[config.mk]
export PLATFORM = sky130hd
export DESIGN_NAME = program_loader
export DESIGN_NICKNAME = d
export VERILOG_FILES = /design/src/rtl/program_loader.sv
export SDC_FILE = /design/constraint.sdc
export NUM_CORES = 1
export LEC_CHECK = 0
export ABC_AREA = 1
export BUFFER_PORTS_ARGS = -buffer_cell sky130_fd_sc_hd__buf_2
export CAP_MARGIN = 20
export CORE_MARGIN = 4
export CORE_UTILIZATION = 55
export DETAILED_ROUTE_END_ITERATION = 10
export HOLD_SLACK_MARGIN = 0.1
export MAX_ROUTING_LAYER = met4
export PLACE_DENSITY = 0.78
export REMOVE_ABC_BUFFERS = 1
export SETUP_SLACK_MARGIN = 0.2
export SLEW_MARGIN = 20
export SYNTH_ARGS = -nofsm -noshare
export SYNTH_HDL_FRONTEND = slang
export SYNTH_SLANG_ARGS = --single-unit
[constraint.sdc]
create_clock -name clk -period 2 [get_ports clk]
set_input_delay 0.2 -clock clk [delete_from_list [all_inputs] [get_ports clk]]
set_output_delay 0.2 -clock clk [all_outputs]
set_load 0.05 [all_outputs]
[src/rtl/program_loader.sv]
// Serial program loader: assembles UART bytes into instruction words, writes the text RAM,
// and holds the processor in reset until a frame with a valid checksum has been loaded.
module program_loader #(
    parameter int        ADDR_WIDTH     = 8,
    parameter int        DATA_WIDTH     = 12,
    parameter logic [7:0] START_BYTE    = 8'hA5,
    parameter int        TIMEOUT_CYCLES = 100000
) (
    input  logic                  clk,
    input  logic                  reset,
    input  logic [7:0]            rx_data,
    input  logic                  rx_valid,
    output logic                  program_write,
    output logic [ADDR_WIDTH-1:0] program_addr,
    output logic [DATA_WIDTH-1:0] program_cmd,
    output logic                  cpu_hold,
    output logic                  busy,
    output logic                  error,
    output logic [ADDR_WIDTH-1:0] words_loaded
);

    localparam int TW = $clog2(TIMEOUT_CYCLES + 1);
    localparam logic [TW-1:0] TIMER_LAST = TW'(TIMEOUT_CYCLES - 1);

    typedef enum logic [2:0] {
        S_IDLE, S_LEN, S_HI, S_LO, S_CSUM, S_ERROR
    } state_t;

    state_t                  state, next_state;
    logic [TW-1:0]           timer;
    logic [7:0]              remaining;
    logic [7:0]              csum;
    logic [DATA_WIDTH-9:0]   hi_bits;
    logic [ADDR_WIDTH-1:0]   next_addr;
    logic                    in_frame;
    logic                    is_start;
    logic                    timeout;

    assign in_frame = (state == S_LEN) || (state == S_HI) || (state == S_LO) || (state == S_CSUM);
    assign is_start = rx_valid && (rx_data == START_BYTE);
    // A byte arriving on the expiry cycle wins over the timeout.
    assign timeout  = in_frame && !rx_valid && (timer == TIMER_LAST);

    always_ff @(posedge clk) begin
        if (reset) state <= S_IDLE;
        else       state <= next_state;
    end

    always_comb begin
        next_state = state;
        case (state)
            S_IDLE, S_ERROR: if (is_start) next_state = S_LEN;
            S_LEN:  if (rx_valid) next_state = (rx_data == 8'h00) ? S_ERROR : S_HI;
            S_HI:   if (rx_valid) next_state = S_LO;
            S_LO:   if (rx_valid) next_state = (remaining == 8'd1) ? S_CSUM : S_HI;
            S_CSUM: if (rx_valid) next_state = (rx_data == csum) ? S_IDLE : S_ERROR;
            default: next_state = S_IDLE;
        endcase
        if (timeout) next_state = S_ERROR;
    end

    // Status flags are registered from the next state so they move with it.
    always_ff @(posedge clk) begin
        if (reset) begin
            busy     <= 1'b0;
            cpu_hold <= 1'b0;
            error    <= 1'b0;
        end else begin
            busy     <= (next_state == S_LEN) || (next_state == S_HI) ||
                        (next_state == S_LO)  || (next_state == S_CSUM);
            cpu_hold <= (next_state != S_IDLE);
            error    <= (next_state == S_ERROR);
        end
    end

    always_ff @(posedge clk) begin
        if (reset) begin
            timer         <= '0;
            remaining     <= '0;
            csum          <= '0;
            hi_bits       <= '0;
            next_addr     <= '0;
            program_write <= 1'b0;
            program_addr  <= '0;
            program_cmd   <= '0;
            words_loaded  <= '0;
        end else begin
            program_write <= 1'b0;
            if (in_frame && !rx_valid) timer <= timer + 1'b1;
            else                       timer <= '0;

            if (rx_valid) begin
                case (state)
                    S_IDLE, S_ERROR: begin
                        if (is_start) begin
                            csum         <= '0;
                            next_addr    <= '0;
                            program_addr <= '0;
                            words_loaded <= '0;
                        end
                    end
                    S_LEN: begin
                        remaining <= rx_data;
                        csum      <= csum ^ rx_data;
                    end
                    S_HI: begin
                        hi_bits <= rx_data[DATA_WIDTH-9:0];
                        csum    <= csum ^ rx_data;
                    end
                    S_LO: begin
                        csum          <= csum ^ rx_data;
                        program_cmd   <= {hi_bits, rx_data};
                        program_addr  <= next_addr;
                        next_addr     <= next_addr + 1'b1;
                        program_write <= 1'b1;
                        remaining     <= remaining - 8'd1;
                        words_loaded  <= words_loaded + 1'b1;
                    end
                    default: ;
                endcase
            end
        end
    end

endmodule

==> reports/results.tsv <==
stage	metric	value	unit
sta	worst-margin pin slew	0.580	ns
worst_setup_path	Crit Path Class	reg2reg	
finish	share of cells above drive strength 1	0.178	
power_and_ir_drop	post-layout total power	3.00	mW
sta	Clock Skew	0.00557	ns
placed_design	routability cong.	0.883	
sta	Hold WS	0.145	ns
synth	Compound-Gate Fraction of Synth Area	0.170	
clock_network	TritonCTS clock tree	done	
clock_network	worst skew pair latency	0.36	ns
detailed_routing	drt wl/cell	13.5	µm
clock_network	post-CTS setup buffers	0	
synth	Yosys cell types	38	
placed_design	DPL Wire Length	6070	µm
detailed_routing	Via density	5.41	
finish	Storage cell area	1600	µm²
finish	final net count	580	
detailed_routing	first-iteration detailed-routing DRC count	245	
detailed_routing	1st-pass router iterations	5	
power_and_ir_drop	IR drop worst, VDD	397	µV
power_and_ir_drop	internal power	2.35	mW
global_routing	global-route wire length before repair	14400	µm
global_routing	GRT overflow	0	
worst_setup_path	FF-to-FF Start	state[1]	
finish	fillers	560	
clock_network	Root Buffer Master	clkbuf_8	
synth	Synth Area in XOR/XNOR	0.0283	
sta	RSZ-0062 raised after global routing	yes	
floorplan	Die Footprint	8130	µm²
global_routing	initial antenna violation count	0	
detailed_routing	number of remaining DRC errors	0	
sta	setup TNS	0	ns
sta	Slew Viols, Final	0	
floorplan	Initial Utilization	0.575	
global_routing	largest net degree at the start of global routing	21	
finish	final core occ	0.662	
sta	Fin. Hold Viols	0	
detailed_routing	final WL	8720	µm
placed_design	DP Area	4010	µm²
power_and_ir_drop	Comb power frac	0.031	
detailed_routing	Routed Antenna Nets	0	
sta	setup violators final	0	
synth	Cell Area, Synth	3710	µm²
power_and_ir_drop	switch share	0.218	
synth	adder-cell share of the synthesized area	0.0169	
power_and_ir_drop	Lkg Pwr	1.89	nW
global_routing	overall global routing resource usage	0.220	
placed_design	# port buffers	42	
synth	mean area per synthesized cell	7.18	µm²
clock_network	# H-tree levels	3	
clock_network	cts hold-fix bufs	0	
synth	Seq cells post-synth	80	
sta	Slew headroom	0.612	
power_and_ir_drop	sequential cell fraction of total power	0.531	
floorplan	# rows	29	
floorplan	height of the die	90.1	µm
clock_network	worst-case clock buffer depth	2	
worst_setup_path	delay of the slowest critical-path stage	0.38	ns
synth	register area share after synthesis	0.432	
finish	Antenna diodes	0	
power_and_ir_drop	PwrDens	702	nW/µm²
power_and_ir_drop	Clock Power Share	0.439	
sta	clock period minus worst slack	1.72	ns
detailed_routing	Vias	3497	
power_and_ir_drop	NetSw	0.654	mW
clock_network	CTS resizes	0	
min_path	worst hold path type	in2reg	
floorplan	Core Footprint	6460	µm²
synth	multiplexer share of the synthesized area	0	
finish	design area	4270	µm²
clock_network	number of clock sinks	80	
floorplan	Die Wd	90.1	µm
worst_setup_path	required time of the worst setup path	2.25	ns
synth	Post-Synthesis Cells	517	
finish	multi-input logic area	1870	µm²
flow_run	Max Cap Viol	0	
synth	largest family of logic cells by synthesized area	simple AND/OR/NAND/NOR gates	
sta	Final period util	0.861	
status	status	finished, final reports clean	
floorplan	# IOs	43	
global_routing	vias in the first global route	3195	
clock_network	CTS buffer count	9	
worst_setup_path	Crit. End Element	flop	
sta	Max Fclk	581	MHz
worst_setup_path	worst-path fanout max	19	
worst_setup_path	slowest CP cell	dfxtp_2	
min_path	Hold Startpoint	rx_data[5]	
clock_network	Reg clk slew, reported paths	0.08	ns
worst_setup_path	Crit. Startpoint	state[1]	
worst_setup_path	worst path cell trace	inv_2 -> nor2_4 -> nand2_8 -> nor2_4 -> inv_2 -> nand2_8 -> nand2_1 -> nor2_1 -> nand2_1 -> o21ai_1 -> a21oi_1	
finish	Area Overhead vs Synth	15.1	%
synth	yosys warns	0	
worst_setup_path	startpoint types	flop	
synth	post-synthesis simple-gate area fraction	0.278	
worst_setup_path	worst path arrival time	1.97	ns
[per-layer routing]
| layer | track usage | vias up | share of wire |
|---|---|---|---|
| li1 | - | 1793 | - |
| met1 | 0.265 | 1576 | 0.46 |
| met2 | 0.362 | 110 | 0.47 |
| met3 | 0.0434 | 18 | 0.053 |
| met4 | 0.0931 | 0 | 0.021 |
| met5 | - | - | 0 |
[area by class of cell]
cell class / instances / area share
multi-input combinational: 367 / 0.437
timing repair buffer: 51 / 0.0650
inverter: 55 / 0.0483
clock inverter: 6 / 0.0193
sequential: 80 / 0.375
tap: 77 / 0.0225
clock buffer: 10 / 0.0322
[sequential cells by signal, summed over array words and instances, names as in the netlist]
name           cells
error              1
timer             17
program_cmd       12
cpu_hold           1
hi_bits            4
words_loaded       8
remaining          8
program_addr       8
next_addr          8
program_write      1
csum               8
state              3
busy               1
[metrics by stage]
step                      setup WS (ns)  instances
after floorplan                   0.196        502
after global placement            0.321        630
after detailed placement          0.241        630
after CTS                         0.211        646
after global routing              0.166        646
final                             0.278        646
[worst max-delay path: cells and delay by family (launching register included)]
kind | cells | cell delay, ns
AO/OA/AOI/OAI | 2 | 0.19
buffers and inverters | 2 | 0.19
flip-flops | 1 | 0.38
AND/OR/NAND/NOR | 7 | 0.85
[power groups by stage]
| stage | clock network (mW) | registers (mW) | logic (mW) |
|---|---|---|---|
| 3_3_place_gp | 0 | 1.63 | 0.0887 |
| 3_5_place_dp | 0 | 1.63 | 0.0899 |
| 5_1_grt | 1.40 | 1.59 | 0.101 |
| 6_report | 1.32 | 1.59 | 0.0920 |
| 4_1_cts | 1.34 | 1.59 | 0.0904 |
| 2_1_floorplan | 0 | 1.63 | 0.0401 |
[path summary, 6_finish.rpt]
path / endpoint / slack (ns) / cells past startpoint
worst min register to register: timer[0] / 0.45 / 1
worst max register to register: next_addr[4] / 0.28 / 11
worst min-delay path: program_cmd[5] / 0.15 / 3
worst max-delay path: next_addr[4] / 0.28 / 11
[Yosys cell counts (all sizes together)]
master	n	area, µm²
buf	6	37.5
a21oi	56	280
nand4	9	62.6
o31ai	1	7.51
a211oi	3	27.5
o21a	2	15.0
nand3	26	135
a31oi	1	6.26
nor2	74	308
nand2	109	427
clkbuf	9	35.0
xor2	9	78.8
ha	5	62.6
o211a	2	20.0
o22ai	1	6.26
o211ai	1	7.51
nor3	14	75.1
nor3b	2	25.0
xnor2	3	26.3
o221ai	1	8.76
inv	55	206
o21ai	48	251
dfxtp	80	1600
[cell families after synthesis]
| logic type | count (synthesis) |
|---|---|
| buf+inv | 70 |
| fa+ha+maj | 5 |
| compound gates | 116 |
| simple gates | 234 |
| xor+xnor | 12 |
| flops | 80 |
[cells in the final DEF (no fill, tap or decap), drive strengths merged]
cell      instances
o211a             2
buf              51
nor2             74
nor3             14
o221ai            1
o211ai            1
o22ai             1
nand3            26
a31oi             1
clkinv            3
clkbuf           10
xnor2             3
nand4             9
o21ai            48
bufinv            2
inv              55
nor3b             2
o31ai             1
a211oi            3
nand2           109
o21a              2
ha                5
a21oi            56
xor2              9
dfxtp            80
clkinvlp          1
Power figures use the tool's default switching activity.
